`src/rtl/rcv_fifo_if.sv`:
```
// ---------------------------------------------------------------------------
// rcv_fifo_if
// Bus bundle between the serial controller register side and the rcv_fifo
// receiver.
//   bit_len      bit period minus one, in clk cycles
//   parity_mode  00/01 none, 10 even, 11 odd
//   serial_in    asynchronous serial line, idle high
//   rd           pop the FIFO head
//   clr_err      clear the sticky overrun / break_det flags
//   rdy          FIFO non-empty
//   parallel_out head data, LSB = first received bit
//   frame_err    head entry stop bit was 0
//   parity_err   head entry parity mismatch
//   overrun      sticky: a frame was dropped on a full FIFO
//   break_det    sticky: a break frame was received
// master = controller side, slave = receiver.
// ---------------------------------------------------------------------------
interface rcv_fifo_if #(
    parameter int DATA_BITS = 8
) ();
    logic [15:0]          bit_len;
    logic [1:0]           parity_mode;
    logic                 serial_in;
    logic                 rd;
    logic                 clr_err;
    logic                 rdy;
    logic [DATA_BITS-1:0] parallel_out;
    logic                 frame_err;
    logic                 parity_err;
    logic                 overrun;
    logic                 break_det;

    modport master (
        output bit_len, parity_mode, serial_in, rd, clr_err,
        input  rdy, parallel_out, frame_err, parity_err, overrun, break_det
    );

    modport slave (
        input  bit_len, parity_mode, serial_in, rd, clr_err,
        output rdy, parallel_out, frame_err, parity_err, overrun, break_det
    );
endinterface

```
`src/rtl/rcv_fifo.sv`:
```
// ---------------------------------------------------------------------------
// rcv_fifo
// Serial line receiver: 5..9 data bits, optional even/odd parity, programmable
// bit period. Received frames are stored with framing/parity error flags in
// a show-ahead FIFO of 2^FIFO_LOG2 entries. Rejects false start bits, flags
// line breaks and FIFO overruns.
// Ports:
//   clk  clock
//   rst  synchronous active-high reset
//   bus  rcv_fifo_if.slave (line input, config, FIFO head and status)
//
// state     | meaning
// ----------+-------------------------------------------------------------
// S_IDLE    | line idle, waiting for serial_s low
// S_START   | waiting for mid-start-bit tick to confirm the start
// S_DATA    | sampling DATA_BITS data bits, LSB first
// S_PAR     | sampling the parity bit
// S_STOP    | sampling the stop bit, pushing the frame
// S_WAIT_HI | frame error seen, waiting for the line to return high
// ---------------------------------------------------------------------------
module rcv_fifo #(
    parameter int DATA_BITS = 8,
    parameter int FIFO_LOG2 = 2
) (
    input  logic       clk,
    input  logic       rst,
    rcv_fifo_if.slave  bus
);
    localparam int DEPTH = 1 << FIFO_LOG2;
    localparam int EW    = DATA_BITS + 2;

    typedef enum logic [2:0] {
        S_IDLE, S_START, S_DATA, S_PAR, S_STOP, S_WAIT_HI
    } state_t;

    state_t               state_q, state_d;
    logic                 sync1_q, sync2_q;
    logic                 serial_s;
    logic [15:0]          count_q, count_d;
    logic [15:0]          bit_len_q, bit_len_d;
    logic [1:0]           pmode_q, pmode_d;
    logic [3:0]           bit_cnt_q, bit_cnt_d;
    logic [DATA_BITS-1:0] shift_q, shift_d;
    logic                 par_q, par_d;
    logic                 tick;

    logic                 push;
    logic                 frame_err_w;
    logic                 parity_err_w;
    logic                 brk_set;
    logic [EW-1:0]        push_entry;

    logic [EW-1:0]        mem_q [DEPTH];
    logic [FIFO_LOG2:0]   wptr_q, wptr_d, rptr_q, rptr_d;
    logic                 empty, full, pop, push_ok;
    logic                 overrun_q, overrun_d;
    logic                 brk_q, brk_d;
    logic [EW-1:0]        head;

    // Synchroniser resets to the idle level so reset release cannot look
    // like a start bit.
    always_ff @(posedge clk) begin
        if (rst) begin
            sync1_q <= 1'b1;
            sync2_q <= 1'b1;
        end else begin
            sync1_q <= bus.serial_in;
            sync2_q <= sync1_q;
        end
    end

    assign serial_s = sync2_q;
    assign tick     = (count_q == 16'd0);

    always_ff @(posedge clk) begin
        if (rst) begin
            state_q   <= S_IDLE;
            count_q   <= '0;
            bit_len_q <= '0;
            pmode_q   <= '0;
            bit_cnt_q <= '0;
            shift_q   <= '0;
            par_q     <= 1'b0;
        end else begin
            state_q   <= state_d;
            count_q   <= count_d;
            bit_len_q <= bit_len_d;
            pmode_q   <= pmode_d;
            bit_cnt_q <= bit_cnt_d;
            shift_q   <= shift_d;
            par_q     <= par_d;
        end
    end

    always_comb begin
        state_d      = state_q;
        count_d      = count_q;
        bit_len_d    = bit_len_q;
        pmode_d      = pmode_q;
        bit_cnt_d    = bit_cnt_q;
        shift_d      = shift_q;
        par_d        = par_q;
        push         = 1'b0;
        frame_err_w  = 1'b0;
        parity_err_w = 1'b0;
        brk_set      = 1'b0;

        if (state_q != S_IDLE && state_q != S_WAIT_HI) begin
            count_d = tick ? bit_len_q : count_q - 16'd1;
        end

        case (state_q)
            S_IDLE: begin
                if (!serial_s) begin
                    bit_len_d = bus.bit_len;
                    pmode_d   = bus.parity_mode;
                    count_d   = bus.bit_len >> 1;
                    state_d   = S_START;
                end
            end
            S_START: begin
                if (tick) begin
                    if (serial_s) begin
                        state_d = S_IDLE;
                    end else begin
                        bit_cnt_d = '0;
                        state_d   = S_DATA;
                    end
                end
            end
            S_DATA: begin
                if (tick) begin
                    shift_d   = {serial_s, shift_q[DATA_BITS-1:1]};
                    bit_cnt_d = bit_cnt_q + 4'd1;
                    if (bit_cnt_q == 4'(DATA_BITS - 1)) begin
                        state_d = pmode_q[1] ? S_PAR : S_STOP;
                    end
                end
            end
            S_PAR: begin
                if (tick) begin
                    par_d   = serial_s;
                    state_d = S_STOP;
                end
            end
            S_STOP: begin
                if (tick) begin
                    frame_err_w  = ~serial_s;
                    // pmode_q[0] inverts the sense for odd parity
                    parity_err_w = pmode_q[1] & ((^shift_q) ^ par_q ^ pmode_q[0]);
                    push         = 1'b1;
                    brk_set      = frame_err_w && (shift_q == '0) &&
                                   (!pmode_q[1] || !par_q);
                    state_d      = frame_err_w ? S_WAIT_HI : S_IDLE;
                end
            end
            S_WAIT_HI: begin
                if (serial_s) begin
                    state_d = S_IDLE;
                end
            end
            default: state_d = S_IDLE;
        endcase
    end

    assign push_entry = {parity_err_w, frame_err_w, shift_q};

    assign empty   = (wptr_q == rptr_q);
    assign full    = (wptr_q[FIFO_LOG2] != rptr_q[FIFO_LOG2]) &&
                     (wptr_q[FIFO_LOG2-1:0] == rptr_q[FIFO_LOG2-1:0]);
    assign pop     = bus.rd && !empty;
    // Pop is taken first, so a push into a full FIFO that is popped in the
    // same cycle lands in the slot just vacated by the head.
    assign push_ok = push && (!full || pop);

    always_comb begin
        wptr_d    = wptr_q;
        rptr_d    = rptr_q;
        overrun_d = overrun_q;
        brk_d     = brk_q;
        if (push_ok) begin
            wptr_d = wptr_q + 1'b1;
        end
        if (pop) begin
            rptr_d = rptr_q + 1'b1;
        end
        if (bus.clr_err) begin
            overrun_d = 1'b0;
            brk_d     = 1'b0;
        end
        if (push && !push_ok) begin
            overrun_d = 1'b1;
        end
        if (brk_set) begin
            brk_d = 1'b1;
        end
    end

    always_ff @(posedge clk) begin
        if (rst) begin
            wptr_q    <= '0;
            rptr_q    <= '0;
            overrun_q <= 1'b0;
            brk_q     <= 1'b0;
        end else begin
            wptr_q    <= wptr_d;
            rptr_q    <= rptr_d;
            overrun_q <= overrun_d;
            brk_q     <= brk_d;
        end
    end

    always_ff @(posedge clk) begin
        if (!rst && push_ok) begin
            mem_q[wptr_q[FIFO_LOG2-1:0]] <= push_entry;
        end
    end

    assign head             = mem_q[rptr_q[FIFO_LOG2-1:0]];
    assign bus.rdy          = !empty;
    assign bus.parallel_out = empty ? '0 : head[DATA_BITS-1:0];
    assign bus.frame_err    = !empty && head[DATA_BITS];
    assign bus.parity_err   = !empty && head[DATA_BITS+1];
    assign bus.overrun      = overrun_q;
    assign bus.break_det    = brk_q;
endmodule

```
`src/flat_wrapper.sv`:
```
// flat-port wrapper written by rule: the top's interface ports become plain ports
module rcv_fifo_flat 
#(
    parameter int DATA_BITS = 8,
    parameter int FIFO_LOG2 = 2
)
  (clk, rst, bus_bit_len, bus_parity_mode, bus_serial_in, bus_rd, bus_clr_err, bus_rdy, bus_parallel_out, bus_frame_err, bus_parity_err, bus_overrun, bus_break_det);
  rcv_fifo_if #(.DATA_BITS(DATA_BITS)) bus_i ();
  input  logic clk;
  input  logic rst;
  input wire logic [$bits(bus_i.bit_len)-1:0] bus_bit_len;
  input wire logic [$bits(bus_i.parity_mode)-1:0] bus_parity_mode;
  input wire logic [$bits(bus_i.serial_in)-1:0] bus_serial_in;
  input wire logic [$bits(bus_i.rd)-1:0] bus_rd;
  input wire logic [$bits(bus_i.clr_err)-1:0] bus_clr_err;
  output wire logic [$bits(bus_i.rdy)-1:0] bus_rdy;
  output wire logic [$bits(bus_i.parallel_out)-1:0] bus_parallel_out;
  output wire logic [$bits(bus_i.frame_err)-1:0] bus_frame_err;
  output wire logic [$bits(bus_i.parity_err)-1:0] bus_parity_err;
  output wire logic [$bits(bus_i.overrun)-1:0] bus_overrun;
  output wire logic [$bits(bus_i.break_det)-1:0] bus_break_det;
  assign bus_i.bit_len = bus_bit_len;
  assign bus_i.parity_mode = bus_parity_mode;
  assign bus_i.serial_in = bus_serial_in;
  assign bus_i.rd = bus_rd;
  assign bus_i.clr_err = bus_clr_err;
  assign bus_rdy = bus_i.rdy;
  assign bus_parallel_out = bus_i.parallel_out;
  assign bus_frame_err = bus_i.frame_err;
  assign bus_parity_err = bus_i.parity_err;
  assign bus_overrun = bus_i.overrun;
  assign bus_break_det = bus_i.break_det;
  rcv_fifo #(.DATA_BITS(DATA_BITS), .FIFO_LOG2(FIFO_LOG2)) u_core (.clk(clk), .rst(rst), .bus(bus_i));
endmodule
```
`config.mk`:
```
export PLATFORM = sky130hd
export DESIGN_NAME = rcv_fifo_flat
export DESIGN_NICKNAME = d
export VERILOG_FILES = /design/src/rtl/rcv_fifo_if.sv /design/src/rtl/rcv_fifo.sv /design/src/flat_wrapper.sv
export SDC_FILE = /design/constraint.sdc
export NUM_CORES = 1
export LEC_CHECK = 0
export CAP_MARGIN = 20
export CORE_ASPECT_RATIO = 1.2
export CORE_MARGIN = 3
export CORE_UTILIZATION = 51
export DETAILED_ROUTE_END_ITERATION = 8
export HOLD_SLACK_MARGIN = 0.15
export PLACE_DENSITY_LB_ADDON = 0.12
export SLEW_MARGIN = 0
export SYNTH_ARGS = -nofsm -noshare
export SYNTH_HDL_FRONTEND = slang
export SYNTH_SLANG_ARGS = --single-unit
export TNS_END_PERCENT = 10
```
`constraint.sdc`:
```
create_clock -name clk -period 2.8 [get_ports clk]
set_clock_uncertainty 0.1 [all_clocks]
set_input_delay 0.56 -clock clk [delete_from_list [all_inputs] [get_ports clk]]
set_output_delay 0.56 -clock clk [all_outputs]
set_load 0.005 [all_outputs]
```
==> metrics.txt, run 1 <==
first-pass GRT wire length=15.9 mm; most common cell after layout, fill and taps aside=nand2_1; # diodes=0; highest metal used=met4; boundary pin count=36; Critical Path End Type=primary output; detailed placer's ending HPWL=6.61 mm; Max-Cap Viols=0; Worst Tran Pin Value=759 ps; Slew Limit Fails=0; FFs w/ async S/R, synth=0%; CP Class=reg2out; Bufs on Longest Clock Path=2; shortest period the worst path allows=2640 ps; largest net degree at the start of global routing=63; number of synthesized register bits=102; drc violations=0; initial antenna violation count=0; Total GRT Usage=18.7%; Via density=5.51; worst-path maximum fanout=10; Clock Sinks=102; die area=10700 um^2; leakage=1.86 nW; core footprint=9130 um^2; share of layout cells above drive strength 1=10.5%; status=finished, final reports clean; final setup vio count=0; clk slew on worst S/H paths=100 ps; Yosys cell types=61; router iterations before antenna repair=4; Worst Path Arrival=1980 ps; Max stage delay cell, worst path=mux4_2; post-route cell area=5490 um^2; Crit path max-delay family=buffers and inverters; 1st-iter DRT viols=83; Slew HR=49.1%; final hold vios=0; Post-synth EDFFs=40; HP Class=reg2reg; Avg Cell Area, Syn=10.3 um^2; total congestion overflow=0; critical-path cell list=buf_6, mux4_2, and2_1, clkdlybuf4s50_1; Synth Instances=470; hold_buf cts=0; total CTS buffers=9; commonest cells after routing, fill and taps aside=nand2_1, dfxtp_1, a21oi_1; starting density of the core=52.8%; Rows=38; area added between synthesis and finish=14.0%; Startpoint Class=flip-flop; routed length on met2=4.91 mm; vias in the first global route=3316; Die H=112 um; H-tree levels=3; Die X=94.7 um; syn_nets=505; RSZ-0062 raised after global routing=no; final worst path period share=94.3%; dominant synthesized flop cell=dfxtp_1; Pwr Density=854 nW/um^2; met3 WL=227 um; TritonCTS clock tree=built; area of the mapped netlist=4820 um^2; sequential fraction of the synthesis area=50.7%; required time of the critical path=2140 ps; achievable frequency=379 MHz; WP buf/inv=2; Root Driver=clkbuf_8; TNS Setup=0 ps; crit-path max cell delay=510 ps; Peak VDD IR=0.562 mV; Placed Area=5260 um^2; Antenna Violating Nets Remaining=0; DR vias=3437; drt wl/cell=15.0 um; Yosys Warn Count=0; clk_lat worst skew=360 ps; fin nets=534; Final GP Congestion=0.829; WL met1=4.07 mm; PortBufs=35; final WL=9.33 mm
-- synthesized netlist by cell type (3+ instances only) --
master | n | area share (%)
nand2_1 | 68 | 5.3
dfxtp_1 | 62 | 26
a21oi_1 | 46 | 4.8
edfxtp_1 | 40 | 25
nor2_1 | 27 | 2.1
inv_1 | 21 | 1.6
and2_1 | 19 | 2.5
clkbuf_1 | 14 | 1.1
o21ai_0 | 14 | 1.5
ha_1 | 12 | 3.1
nor3_1 | 11 | 1.1
mux4_2 | 10 | 4.7
nand3_1 | 10 | 1.0
xnor2_1 | 8 | 1.5
buf_2 | 7 | 0.73
nor2b_1 | 6 | 0.78
or3_1 | 5 | 0.65
a211o_1 | 4 | 0.73
a211oi_1 | 4 | 0.62
a311oi_1 | 4 | 0.73
a31oi_1 | 4 | 0.52
mux2i_1 | 4 | 0.83
nand4_1 | 4 | 0.52
o211ai_1 | 4 | 0.62
xor2_1 | 4 | 0.73
a21o_1 | 3 | 0.47
nand2b_1 | 3 | 0.39
nor4_2 | 3 | 0.78
o21ai_1 | 3 | 0.31
-- per-layer routing --
metal	up-vias	GRT usage, %
li1	1740	-
met3	9	2.14
met4	0	6.16
met1	1637	23.2
met5	-	0
met2	51	33.5
-- stage by stage --
step / std cells / power (mW) / setup slack [ps] / utilization [%] / hold slack [ps]
6_report: 624 / 4.69 / 159 / 60.2 / 321
5_1_grt: 624 / 5.02 / 41.0 / 60.2 / 336
3_3_place_gp: 607 / 3.69 / 212 / 57.6 / 292
2_1_floorplan: 470 / 3.29 / 580 / - / 289
4_1_cts: 623 / 4.71 / 57.5 / 60.1 / 325
3_5_place_dp: 607 / 3.72 / 168 / 57.6 / 300
-- cell families (layout without fill, tap and decap cells) --
| family | count (synthesis) | count (layout) | synth area share (%) |
|---|---|---|---|
| AOI/OAI and AO/OA | 102 | 102 | 13.2 |
| adders and majority gates | 12 | 12 | 3.12 |
| xor gates and xnor gates | 12 | 12 | 2.18 |
| muxes | 14 | 14 | 5.50 |
| buffers and inverters | 48 | 82 | 4.39 |
| DFF | 102 | 102 | 50.7 |
| and+or+nand+nor | 180 | 180 | 21.0 |
-- layout make-up --
type / instances / area (um^2)
tap: 120 / 150
fill: 773 / 3630
sequential: 102 / 2440
inverter: 21 / 78.8
clock inverter: 5 / 61.3
timing repair buffer: 45 / 424
multi-input combinational: 320 / 2170
clock buffer: 11 / 163
-- flip-flops by register name, summed over array words and instances (netlist names), 2 cells and up, named ones only --
signal,cells
u_core.shift_q,8
u_core.bit_cnt_q,4
u_core.pmode_q,2
u_core.state_q,3
u_core.mem_q,40
u_core.wptr_q,3
u_core.rptr_q,3
u_core.bit_len_q,16
u_core.count_q,16
-- worst register-to-register path, delay by kind of cell (launching register included) --
kind | cells | cell delay, ps
adders and majority gates | 1 | 170
buffers and inverters | 1 | 90
DFF | 1 | 360
and+or+nand+nor | 4 | 1330
-- path summary, 6_finish.rpt --
kind,start,end,slack [ps],cells past startpoint
max,flip-flop,bus_frame_err,160,4
min,u_core.sync1_q,u_core.serial_s,320,1
max reg2reg,u_core.count_q[0],u_core.mem_q[1][9],390,6
min reg2reg,u_core.sync1_q,u_core.serial_s,320,1
-- report_power, final --
part | internal (mW) | switching [mW]
logic | 0.780 | 1.08
registers | 1.65 | 0.174
clock network | 0.499 | 0.504
-- what timing repair did --
item | CTS | global route
gates resized for setup | 0 | 1
buffers inserted | 0 | 1
setup endpoints to repair | 0 | 10
No activity file was read; power rests on OpenSTA's default activity.
==> inputs of run 2 (changes only) <==
Settings changed: REMOVE_ABC_BUFFERS set to 1.
==> metrics.txt, run 2 (synthesis results as in run 1) <==
share of layout cells above drive strength 1=11.0%; total CTS buffers=9; Final GP Congestion=0.828; Reg2Reg Setup Slack=450 ps; area added between synthesis and finish=13.4%; Slew HR=56.8%; Pwr Density=837 nW/um^2; Via density=5.57; WP buf/inv=2; WHS=320 ps; Placed Area=5270 um^2; die area=10700 um^2; HP Class=reg2reg; final hold vios=0; combinational power share=41.8%; Crit path max-delay family=buffers and inverters; CP Class=reg2out; boundary pin count=36; final setup vio count=0; Die X=94.7 um; critical-path cell list=buf_4, mux4_2, and2_1, clkdlybuf4s50_1; required time of the critical path=2140 ps; leakage=1.85 nW; status=finished, final reports clean; Total GRT Usage=19.2%; TritonCTS clock tree=built; Critical Path End Type=primary output; Setup WS post-layout=112 ps; post-layout total power=4.57 mW; Hold Path Stages=1; Worst R2R End=u_core.mem_q[1][0]; Antenna Violating Nets Remaining=0; sequential share of power=39.9%; detailed placer's ending HPWL=6.68 mm; clk slew on worst S/H paths=90 ps; Bufs on Longest Clock Path=2; Max stage delay cell, worst path=mux4_2; vias in the first global route=3369; drc violations=0; router iterations before antenna repair=4; Max-Cap Viols=0; 1st-iter DRT viols=91; Clock Sinks=102; first-pass GRT wire length=16.1 mm; total congestion overflow=0; TNS Setup=0 ps; # diodes=0; largest net degree at the start of global routing=63; core footprint=9130 um^2; Startpoint Class=flip-flop; r2r startpoint=u_core.count_q[0]; final worst path period share=96.0%; sw power=1.79 mW; Die H=112 um; crit-path max cell delay=510 ps; clk_lat worst skew=370 ps; Peak VDD IR=0.583 mV; initial antenna violation count=0; Sw Ratio=39.2%; shortest period the worst path allows=2690 ps; RSZ-0062 raised after global routing=no; hold_buf cts=0; pre-CTS WS=210 ps; Pint=2.78 mW; achievable frequency=372 MHz; Worst Tran Pin Value=648 ps; fin nets=537; drt wl/cell=15.2 um; Hold Crit Start=u_core.sync1_q; commonest cells after routing, fill and taps aside=nand2_1, dfxtp_1, a21oi_1; worst reg2reg path depth=6; worst-path maximum fanout=10; end of the worst hold path=u_core.serial_s; Root Driver=clkbuf_8; final WL=9.53 mm; DR vias=3494; most common cell after layout, fill and taps aside=nand2_1; Worst Path Arrival=2030 ps; filler instances=826; starting density of the core=52.8%; post-route cell area=5460 um^2; H-tree levels=3; Rows=38; Slew Limit Fails=0; PortBufs=35; Clock power frac=18.2%; max reg flops=40
-- run 2: cell type report --
type / instances / area (um^2) / share of cell area (%)
well taps: 120 / 150 / 2.75
clock inverters: 7 / 51.3 / 0.939
flip-flops and latches: 102 / 2440 / 44.7
repair buffers: 48 / 443 / 8.11
inverters: 21 / 78.8 / 1.44
multi-input cells: 320 / 2170 / 39.8
clock buffers: 9 / 124 / 2.27
-- run 2: metrics by stage --
step                utilization, %  std cells
detailed placement            57.8        609
CTS                           59.7        625
finish                        59.9        627
global route                  59.9        627
global placement              57.8        609
floorplan                        -        443
-- run 2: worst max path at each step --
stage	cells after the start	to
3_3_place_gp	4	u_core.mem_q[1][6]
4_1_cts	4	bus_parallel_out[6]
2_1_floorplan	4	u_core.state_q[0]
3_5_place_dp	4	u_core.mem_q[1][6]
6_report	4	bus_parallel_out[6]
5_1_grt	4	bus_parallel_out[6]
-- run 2: worst reg2reg max path, stage by stage (launching register included) --
cell     delay (ps)
dfxtp_1         370
inv_1            90
ha_1            150
nor4b_4         340
nand4_4         160
nor4_2          310
and2_1          480
-- run 2: layer usage --
layer | global-route usage [%] | wire, um
met5 | 0 | 0
met3 | 2.75 | 287
met2 | 32.4 | 4910
met1 | 23.9 | 4130
met4 | 9.24 | 199
-- run 2: timing repair --
action / CTS / global route
resized for setup: 0 / 0
setup endpoints to repair: 0 / 10
buffers inserted: 0 / 2
-- run 2: power by group through the flow --
stage,clock [mW],combinational [mW],sequential (mW)
2_1_floorplan,0,1.30,1.83
3_3_place_gp,0,1.87,1.85
3_5_place_dp,0,1.89,1.86
4_1_cts,0.859,1.90,1.82
5_1_grt,0.917,2.11,1.84
6_report,0.834,1.91,1.83
==> edit: new RTL, flow settings as in run 2 <==
Make the reset (`rst`) asynchronous in 3 clocked blocks. Comments in the files are not updated.
--- a/src/rtl/rcv_fifo.sv
+++ b/src/rtl/rcv_fifo.sv
@@ -59,7 +59,7 @@
 
     // Synchroniser resets to the idle level so reset release cannot look
     // like a start bit.
-    always_ff @(posedge clk) begin
+    always_ff @(posedge clk or posedge rst) begin
         if (rst) begin
             sync1_q <= 1'b1;
             sync2_q <= 1'b1;
@@ -72,7 +72,7 @@
     assign serial_s = sync2_q;
     assign tick     = (count_q == 16'd0);
 
-    always_ff @(posedge clk) begin
+    always_ff @(posedge clk or posedge rst) begin
         if (rst) begin
             state_q   <= S_IDLE;
             count_q   <= '0;
@@ -196,7 +196,7 @@
         end
     end
 
-    always_ff @(posedge clk) begin
+    always_ff @(posedge clk or posedge rst) begin
         if (rst) begin
             wptr_q    <= '0;
             rptr_q    <= '0;
Behaviour: same outputs for any inputs over 10 cycles, from zero or initial values and one cycle with rst high; that may be too few to reach the edited logic, so the function may still have changed.
==> edit against run 2 <==
  * Cell area is 4.9% higher
  * Routed wire length rose by 7.8%
  * Power rose by 3.2%
  * Sequential power is 16% higher
  * Fmax shrank 0.89%
  * Worst setup slack lost 0.024 ns
  * Synthesized area rose by 1.8%
  * Sequential cell count down 2
==> edit: results (changes against run 2) <==
<table>
<tr><th>Metric</th><th>Value</th></tr>
<tr><th colspan="2">Drt</th></tr>
<tr><td>Total length of routed met3 wires</td><td>443 um (+54%)</td></tr>
<tr><td>Routed length per instance</td><td>17.2 um (+13%)</td></tr>
<tr><td>Via count of the routed design</td><td>3,383 (-3.2%)</td></tr>
<tr><td>Drt first-iter violations</td><td>242 (+170%)</td></tr>
<tr><th colspan="2">Finish</th></tr>
<tr><td>Non-Filler Instances</td><td>596 (-4.9%)</td></tr>
<tr><td>Portion of the layout cell area used by non-clock buffers</td><td>0.0948 (+0.0137)</td></tr>
<tr><td>Buffers excl. clock</td><td>59 (+23%)</td></tr>
<tr><td>Clock network area share</td><td>0.0404 (+0.00833)</td></tr>
<tr><td>Area occupied by registers</td><td>2710 um2 (+11%)</td></tr>
<tr><td>Area of combinational cells with multiple inputs</td><td>2020 um2 (-7.1%)</td></tr>
<tr><td>Total of fill cells in the finished design</td><td>740 (-10%)</td></tr>
<tr><th colspan="2">Power</th></tr>
<tr><td>Combinational logic power</td><td>0.00156 W (-18%)</td></tr>
<tr><td>Leak pwr</td><td>2.48 nW (+34%)</td></tr>
<tr><td>Max rail drop VDD</td><td>0.485 mV (-17%)</td></tr>
<tr><td>Cell Pwr Density</td><td>824 nW/um2 (-1.6%)</td></tr>
<tr><td>Power in sequential cells</td><td>0.00212 W (+16%)</td></tr>
<tr><th colspan="2">Global routing</th></tr>
<tr><td>Met3 capacity usage during global routing</td><td>0.0376 (+0.0101)</td></tr>
<tr><td>Global Route Usage Sum</td><td>0.205 (+0.0129)</td></tr>
<tr><th colspan="2">Worst hold path</th></tr>
<tr><td>Startpoint of the tightest hold check path</td><td>u_core.sync1_q</td></tr>
<tr><td>Capture endpoint of the worst hold path</td><td>u_core.serial_s</td></tr>
<tr><th colspan="2">Timing</th></tr>
<tr><td>Smallest hold slack</td><td>0.261 ns (-0.0594 ns)</td></tr>
<tr><th colspan="2">Synthesis</th></tr>
<tr><td>Proportion of synthesized chip area in sequential cells</td><td>0.552 (+0.0448)</td></tr>
<tr><td>Distinct cells, synth</td><td>63 (+3.3%)</td></tr>
<tr><td>Proportion of register bits with asynchronous set or reset after synthesis</td><td>0.600 (+0.600)</td></tr>
<tr><td>Multiplexer share of the synthesized area</td><td>0.0737 (+0.0187)</td></tr>
<tr><th colspan="2">Placed design</th></tr>
<tr><td>HPWL after detailed placement</td><td>7.40 mm (+11%)</td></tr>
<tr><td>Inst Count DP</td><td>580 (-4.8%)</td></tr>
<tr><th colspan="2">Worst setup path</th></tr>
<tr><td>Arrival time at the worst endpoint</td><td>2.05 ns (+0.02 ns)</td></tr>
<tr><td>Worst Reg2Reg Path Length in Cells</td><td>5 (-1)</td></tr>
<tr><td>Worst setup path end</td><td>bus_parallel_out[3]</td></tr>
<tr><th colspan="2">Outcome</th></tr>
<tr><td>Run status</td><td>finished, final reports clean</td></tr>
</table>
## edit: cell types whose count changed in the layout (fill, tap and decap cells not counted), moves of 6 or more
cell	delta
sky130_fd_sc_hd__and3_1	+9
sky130_fd_sc_hd__nor2b_1	+7
sky130_fd_sc_hd__a21oi_1	-30
sky130_fd_sc_hd__nand2_1	-13
sky130_fd_sc_hd__and2_1	-18
sky130_fd_sc_hd__dfxtp_1	-62
sky130_fd_sc_hd__buf_4	+10
sky130_fd_sc_hd__nor2_1	-6
sky130_fd_sc_hd__dfrtp_1	+57
sky130_fd_sc_hd__a22o_1	+6
sky130_fd_sc_hd__o21ai_0	+6
## edit: critical path, stage by stage (launching register included)
cell	delay [ns]
sky130_fd_sc_hd__dfrtp_2	0.45
sky130_fd_sc_hd__buf_12	0.16
sky130_fd_sc_hd__mux4_2	0.49
sky130_fd_sc_hd__nor2b_1	0.15
sky130_fd_sc_hd__clkdlybuf4s50_1	0.44
